--- config.mk ---
export PLATFORM = sky130hd
export DESIGN_NAME = ascon_job_scheduler
export DESIGN_NICKNAME = d
export VERILOG_FILES = /design/src/rtl/ascon_pkg.sv /design/src/rtl/ascon_rr_arb2.sv /design/src/rtl/ascon_job_scheduler.sv
export SDC_FILE = /design/constraint.sdc
export NUM_CORES = 1
export LEC_CHECK = 0
export CAP_MARGIN = 5
export CORE_UTILIZATION = 56
export DETAILED_ROUTE_END_ITERATION = 12
export GPL_ROUTABILITY_DRIVEN = 0
export HOLD_SLACK_MARGIN = 0.02
export PLACE_DENSITY = 0.81
export SLEW_MARGIN = 20
export SYNTH_ARGS = -nofsm -noshare
export SYNTH_HDL_FRONTEND = slang
export SYNTH_SLANG_ARGS = --single-unit
--- constraint.sdc ---
create_clock -name clk -period 4.95 [get_ports clk]
set_clock_uncertainty 0.15 [all_clocks]
set_input_delay 0.99 -clock clk [delete_from_list [all_inputs] [get_ports clk]]
set_output_delay 0.99 -clock clk [all_outputs]
set_load 0.02 [all_outputs]
--- src/rtl/ascon_pkg.sv ---
// ---------------------------------------------------------------------------
// ascon_pkg
// Types and constants shared across the Ascon job scheduler slice.
//   state_t : scheduler FSM encoding (also exposed on the debug state port)
//   IDX_W   : width of the serial load/drain bit index buses
// ---------------------------------------------------------------------------
package ascon_pkg;

    localparam int IDX_W = 8;

    typedef enum logic [2:0] {
        IDLE  = 3'd0,
        CLEAR = 3'd1,
        LOAD  = 3'd2,
        START = 3'd3,
        DRAIN = 3'd4,
        DONE  = 3'd5,
        ERR   = 3'd6
    } state_t;

endpackage

--- src/rtl/ascon_rr_arb2.sv ---
// ---------------------------------------------------------------------------
// ascon_rr_arb2
// Two-way round-robin arbiter between the encrypt and decrypt requesters.
// When both request, the one that did not win the previous accepted grant
// wins. After reset the decrypt side counts as the last winner, so encrypt
// is preferred first.
//   clk, rst          : clock, synchronous active-high reset
//   req_enc, req_dec  : request levels
//   accept            : the grant offered this cycle is being taken
//   gnt_enc, gnt_dec  : combinational one-hot grant offer (zero if no request)
// ---------------------------------------------------------------------------
module ascon_rr_arb2 (
    input  logic clk,
    input  logic rst,
    input  logic req_enc,
    input  logic req_dec,
    input  logic accept,
    output logic gnt_enc,
    output logic gnt_dec
);

    logic last_dec;

    always_comb begin
        gnt_enc = req_enc && (!req_dec || last_dec);
        gnt_dec = req_dec && (!req_enc || !last_dec);
    end

    // The history moves when the grant is taken; every taken grant ends in
    // either DONE or ERR, so this matches updating at job end.
    always_ff @(posedge clk) begin
        if (rst) begin
            last_dec <= 1'b1;
        end else if (accept) begin
            last_dec <= gnt_dec;
        end
    end

endmodule

--- src/rtl/ascon_job_scheduler.sv ---
// ---------------------------------------------------------------------------
// ascon_job_scheduler
// Shares one Ascon core between an encrypt and a decrypt requester. A job
// runs CLEAR (core reset pulse) -> LOAD (serial load window) -> START (wait
// for core ready, bounded by TIMEOUT) -> DRAIN (serial output window) ->
// DONE, or START -> ERR on timeout. Every output is a register.
//
// Handshakes:
//   enc_req/dec_req are levels; a request is taken only in IDLE, and the
//   one-hot grant then stays fixed until IDLE is re-entered regardless of
//   what the requester does. core_*_start is a level held from START entry
//   until DONE/ERR; only the ready of the granted direction is looked at,
//   and a ready sampled at 1 in START is the core's acceptance.
//
// Ports:
//   clk, rst                        : clock, synchronous active-high reset
//   enc_req, dec_req                : job requests
//   grant_enc, grant_dec            : one-hot grant for the running job
//   core_rst                        : one-cycle core reset (CLEAR and ERR)
//   load_en, load_idx               : serial load window and bit index
//   core_enc_start, core_dec_start  : start level to the core
//   core_enc_ready, core_dec_ready  : core ready per direction
//   core_auth                       : core tag-check result
//   out_en, out_idx                 : serial drain window and bit index
//   done, done_auth                 : job completion pulse and auth result
//   busy                            : high in every state except IDLE
//   timeout_err                     : core-ready timeout pulse
//   state_dbg                       : current FSM state
// ---------------------------------------------------------------------------
module ascon_job_scheduler
    import ascon_pkg::*;
#(
    parameter int LOAD_BITS = 128,
    parameter int OUT_BITS  = 128,
    parameter int TIMEOUT   = 1024
) (
    input  logic             clk,
    input  logic             rst,
    input  logic             enc_req,
    input  logic             dec_req,
    output logic             grant_enc,
    output logic             grant_dec,
    output logic             core_rst,
    output logic             load_en,
    output logic [IDX_W-1:0] load_idx,
    output logic             core_enc_start,
    output logic             core_dec_start,
    input  logic             core_enc_ready,
    input  logic             core_dec_ready,
    input  logic             core_auth,
    output logic             out_en,
    output logic [IDX_W-1:0] out_idx,
    output logic             done,
    output logic             done_auth,
    output logic             busy,
    output logic             timeout_err,
    output state_t           state_dbg
);

    localparam int WAIT_W = $clog2(TIMEOUT + 1);

    state_t            state;
    logic [WAIT_W-1:0] wait_cnt;
    logic              auth_q;
    logic              arb_enc;
    logic              arb_dec;
    logic              arb_accept;
    logic              ready_sel;

    assign arb_accept = (state == IDLE) && (enc_req || dec_req);

    // Ready of the direction that is not granted never matters.
    assign ready_sel = (grant_enc && core_enc_ready) || (grant_dec && core_dec_ready);

    assign state_dbg = state;

    ascon_rr_arb2 u_arb (
        .clk     (clk),
        .rst     (rst),
        .req_enc (enc_req),
        .req_dec (dec_req),
        .accept  (arb_accept),
        .gnt_enc (arb_enc),
        .gnt_dec (arb_dec)
    );

    always_ff @(posedge clk) begin
        if (rst) begin
            state          <= IDLE;
            wait_cnt       <= '0;
            auth_q         <= 1'b0;
            grant_enc      <= 1'b0;
            grant_dec      <= 1'b0;
            core_rst       <= 1'b0;
            load_en        <= 1'b0;
            load_idx       <= '0;
            core_enc_start <= 1'b0;
            core_dec_start <= 1'b0;
            out_en         <= 1'b0;
            out_idx        <= '0;
            done           <= 1'b0;
            done_auth      <= 1'b0;
            busy           <= 1'b0;
            timeout_err    <= 1'b0;
        end else begin
            // Single-cycle pulses fall unless a transition below raises them.
            core_rst    <= 1'b0;
            done        <= 1'b0;
            timeout_err <= 1'b0;

            unique case (state)
                IDLE: begin
                    if (enc_req || dec_req) begin
                        state     <= CLEAR;
                        grant_enc <= arb_enc;
                        grant_dec <= arb_dec;
                        core_rst  <= 1'b1;
                        busy      <= 1'b1;
                    end
                end

                CLEAR: begin
                    state    <= LOAD;
                    load_en  <= 1'b1;
                    load_idx <= '0;
                end

                // Index runs 0..LOAD_BITS inclusive: LOAD_BITS+1 cycles.
                LOAD: begin
                    if (load_idx == IDX_W'(LOAD_BITS)) begin
                        state          <= START;
                        load_en        <= 1'b0;
                        load_idx       <= '0;
                        core_enc_start <= grant_enc;
                        core_dec_start <= grant_dec;
                        wait_cnt       <= '0;
                    end else begin
                        load_idx <= load_idx + IDX_W'(1);
                    end
                end

                // wait_cnt holds the number of START cycles already spent, so
                // the ERR cycle lands exactly TIMEOUT cycles after START entry.
                START: begin
                    if (ready_sel) begin
                        state    <= DRAIN;
                        out_en   <= 1'b1;
                        out_idx  <= '0;
                        auth_q   <= core_auth;
                        wait_cnt <= '0;
                    end else if (wait_cnt == WAIT_W'(TIMEOUT - 1)) begin
                        state          <= ERR;
                        timeout_err    <= 1'b1;
                        core_rst       <= 1'b1;
                        core_enc_start <= 1'b0;
                        core_dec_start <= 1'b0;
                        wait_cnt       <= '0;
                    end else begin
                        wait_cnt <= wait_cnt + WAIT_W'(1);
                    end
                end

                DRAIN: begin
                    if (out_idx == IDX_W'(OUT_BITS - 1)) begin
                        state          <= DONE;
                        out_en         <= 1'b0;
                        out_idx        <= '0;
                        core_enc_start <= 1'b0;
                        core_dec_start <= 1'b0;
                        done           <= 1'b1;
                        // Encryption has no tag to verify, so it always passes.
                        done_auth      <= grant_dec ? auth_q : 1'b1;
                    end else begin
                        out_idx <= out_idx + IDX_W'(1);
                    end
                end

                DONE: begin
                    state     <= IDLE;
                    done_auth <= 1'b0;
                    busy      <= 1'b0;
                    grant_enc <= 1'b0;
                    grant_dec <= 1'b0;
                end

                ERR: begin
                    state     <= IDLE;
                    busy      <= 1'b0;
                    grant_enc <= 1'b0;
                    grant_dec <= 1'b0;
                end

                default: begin
                    state <= IDLE;
                end
            endcase
        end
    end

endmodule

==> metrics.txt <==
status finished, final reports clean; prevailing post-synth register cell dfxtp_1; Synth top cells by count 43 x dfxtp_1, 34 x nor2_1, 26 x a21oi_1; final wirelength ~5200 um; DRT iter0 DRCs 189; worst skew pair latency roughly 300 ps; Final setup viols 0; largest net degree at the start of global routing 33; design area between 2000 and 3000 um2; Hold WC Path Type reg -> reg; Vias/cell around 6; top post-synthesis cells by area dfxtp_1 40%, a21oi_1 6.1%, nor2_1 5.9%, o21ai_0 4.9%, nand2_1 4.4%; endpoint class of the critical path primary output; crit path max-delay cell type dfxtp_1; # rows 22; First-pass DRT Iterations 4; Sink Count between 40 and 50; Layout Nets ~310; Synth warnings 0; port buffer count 36; Avg Inst Size Synth ~8 um2; P_leak just over 0.0009 uW; Initial Util 58.7%; Worst Max-Slew Pin Slew about 710 ps; Final Hold Fails 0; num ports 37; Synth top area share between 40% and 50%; min cycle time layout roughly 3000 ps; P&R area growth vs syn 24.1%; Num CTS Buffers 5; number of global-route vias before repair around 1900; hold buffers post-CTS 0; Worst setup SP type flop; critical path class reg -> out; Vias about 2100; CTS resizes 0; maxcap violations 0; number of antenna repair diodes 0; cell taking the most area after synthesis dfxtp_1; Core Region between 3000 and 4000 um2; post-route ant nets 0; CP top delay family flip-flops; max incr delay on CP just under 800 ps; Wirelength per Cell ~15 um; fin crit share 59.8%; Pwr per Cell Area between 400 and 500 nW/um2; maximum VDD drop about 270 uV; DIE AREA 4090 um2; Fmax roughly 0.34 GHz; Crit path required time between 3000 and 4000 ps; Mapped Area ~2100 um2; cell chain of the critical path clkdlybuf4s50_1; dpl hpwl roughly 3600 um; Synth Instances roughly 270; TritonCTS clock tree yes; Post-CTS Setup Inserts 0; Arr. time, crit path roughly 1800 ps; first-pass GRT wire length between 8000 and 9000 um; count leader, synth dfxtp_1; share of layout cells above drive strength 1 about 6.3%; Post-synth EDFFs 0; WP buf/inv 1; initial antenna violation count 0; post-synthesis net count 279; H-tree Lvls 2; CTS Root Cell clkbuf_8; Post-synth ARST share 0%; Slew headroom a little over half; grt ovf 0; RSZ-0062 raised after global routing false; clk slew on worst S/H paths around 80 ps; library cells used by synthesis 55; register area share after synthesis roughly two fifths; #FFs+latches synth between 40 and 50; Tot GR Track Use between 20% and 30%; clk buf depth 2; setup tns final 0 ps; DIE WIDTH 64.0 um; placed inst area around 2500 um2; die height about 64 um; DRC 0; Slew Limit Fails 0; CP max FO 20
-- kinds of logic (layout without fill, tap and decap cells) --
family / count (synthesis) / in the layout / synth area share, %
XOR/XNOR: 3 / 3 / 1.22
AND/OR/NAND/NOR: 119 / 119 / 29.0
flip-flops: 43 / 43 / 40.0
buffers and inverters: 18 / 54 / 3.72
adder cells (fa/ha/maj): 4 / 4 / 2.33
AO/OA/AOI/OAI: 81 / 81 / 23.6
-- layout make-up --
type / count / area [um2]
Tap cell: 48 / 60.1
Sequential cell: 43 / 861
Clock inverter: 3 / 67.6
Multi-Input combinational cell: 207 / 1210
Clock buffer: 5 / 68.8
Timing Repair Buffer: 37 / 368
Inverter: 9 / 33.8
Fill cell: 300 / 993
-- final timing paths --
check | from | endpoint | slack (ps) | depth (start not counted)
worst max-delay path | state_dbg[0]$_SDFFE_PP0P_ | state_dbg[0] | 1990 | 1
worst min-delay path | wait_cnt[10]$_SDFFE_PP0P_ | wait_cnt[10]$_SDFFE_PP0P_ | 340 | 1
worst max register to register | state_dbg[2]$_SDFFE_PP0P_ | out_idx[7]$_SDFFE_PP0P_ | 2590 | 4
worst min register to register | wait_cnt[10]$_SDFFE_PP0P_ | wait_cnt[10]$_SDFFE_PP0P_ | 340 | 1
-- layer usage --
layer / share of wire (%) / track usage [%]
met1: 46 / 35.7
met2: 46 / 43.6
met3: 5.6 / 5.00
met4: 1.6 / 10.2
met5: 0 / 0
-- stage by stage --
step | instances | setup slack (ps) | util (%) | hold slack, ps | power, uW
final | 352 | 1990 | 72.9 | 337 | 1100
after global routing | 352 | 1790 | 72.9 | 352 | 1160
after CTS | 352 | 2000 | 72.9 | 340 | 1100
after detailed placement | 344 | 1760 | 69.1 | 321 | 770
after global placement | 344 | 1870 | 69.1 | 314 | 763
after floorplan | 268 | 2660 | - | 298 | 666
-- registers in the layout, indices dropped and copies added (netlist names), 3 cells and up --
register / count
load_idx: 8
out_idx: 8
state_dbg: 3
wait_cnt: 11
-- report_power, final --
group | switching (uW) | total [uW] | internal (uW)
Combinational | 194 | 325 | 131
Sequential | 66.3 | 443 | 377
Clock | 130 | 331 | 201
Total | 390 | 1100 | 709
-- cells in the final DEF (no fill, tap or decap), drive strengths merged, types with 4 or more instances in the layout --
| cell | instances |
|---|---|
| dfxtp | 43 |
| clkdlybuf4s50 | 36 |
| nor2 | 35 |
| a21oi | 26 |
| nand2 | 25 |
| o21ai | 23 |
| nand3 | 12 |
| nor3 | 10 |
| inv | 9 |
| a31oi | 7 |
| and3 | 6 |
| nand4 | 5 |
| clkbuf | 5 |
| nor2b | 4 |
| and2 | 4 |
| ha | 4 |
Power figures use the tool's default switching activity.
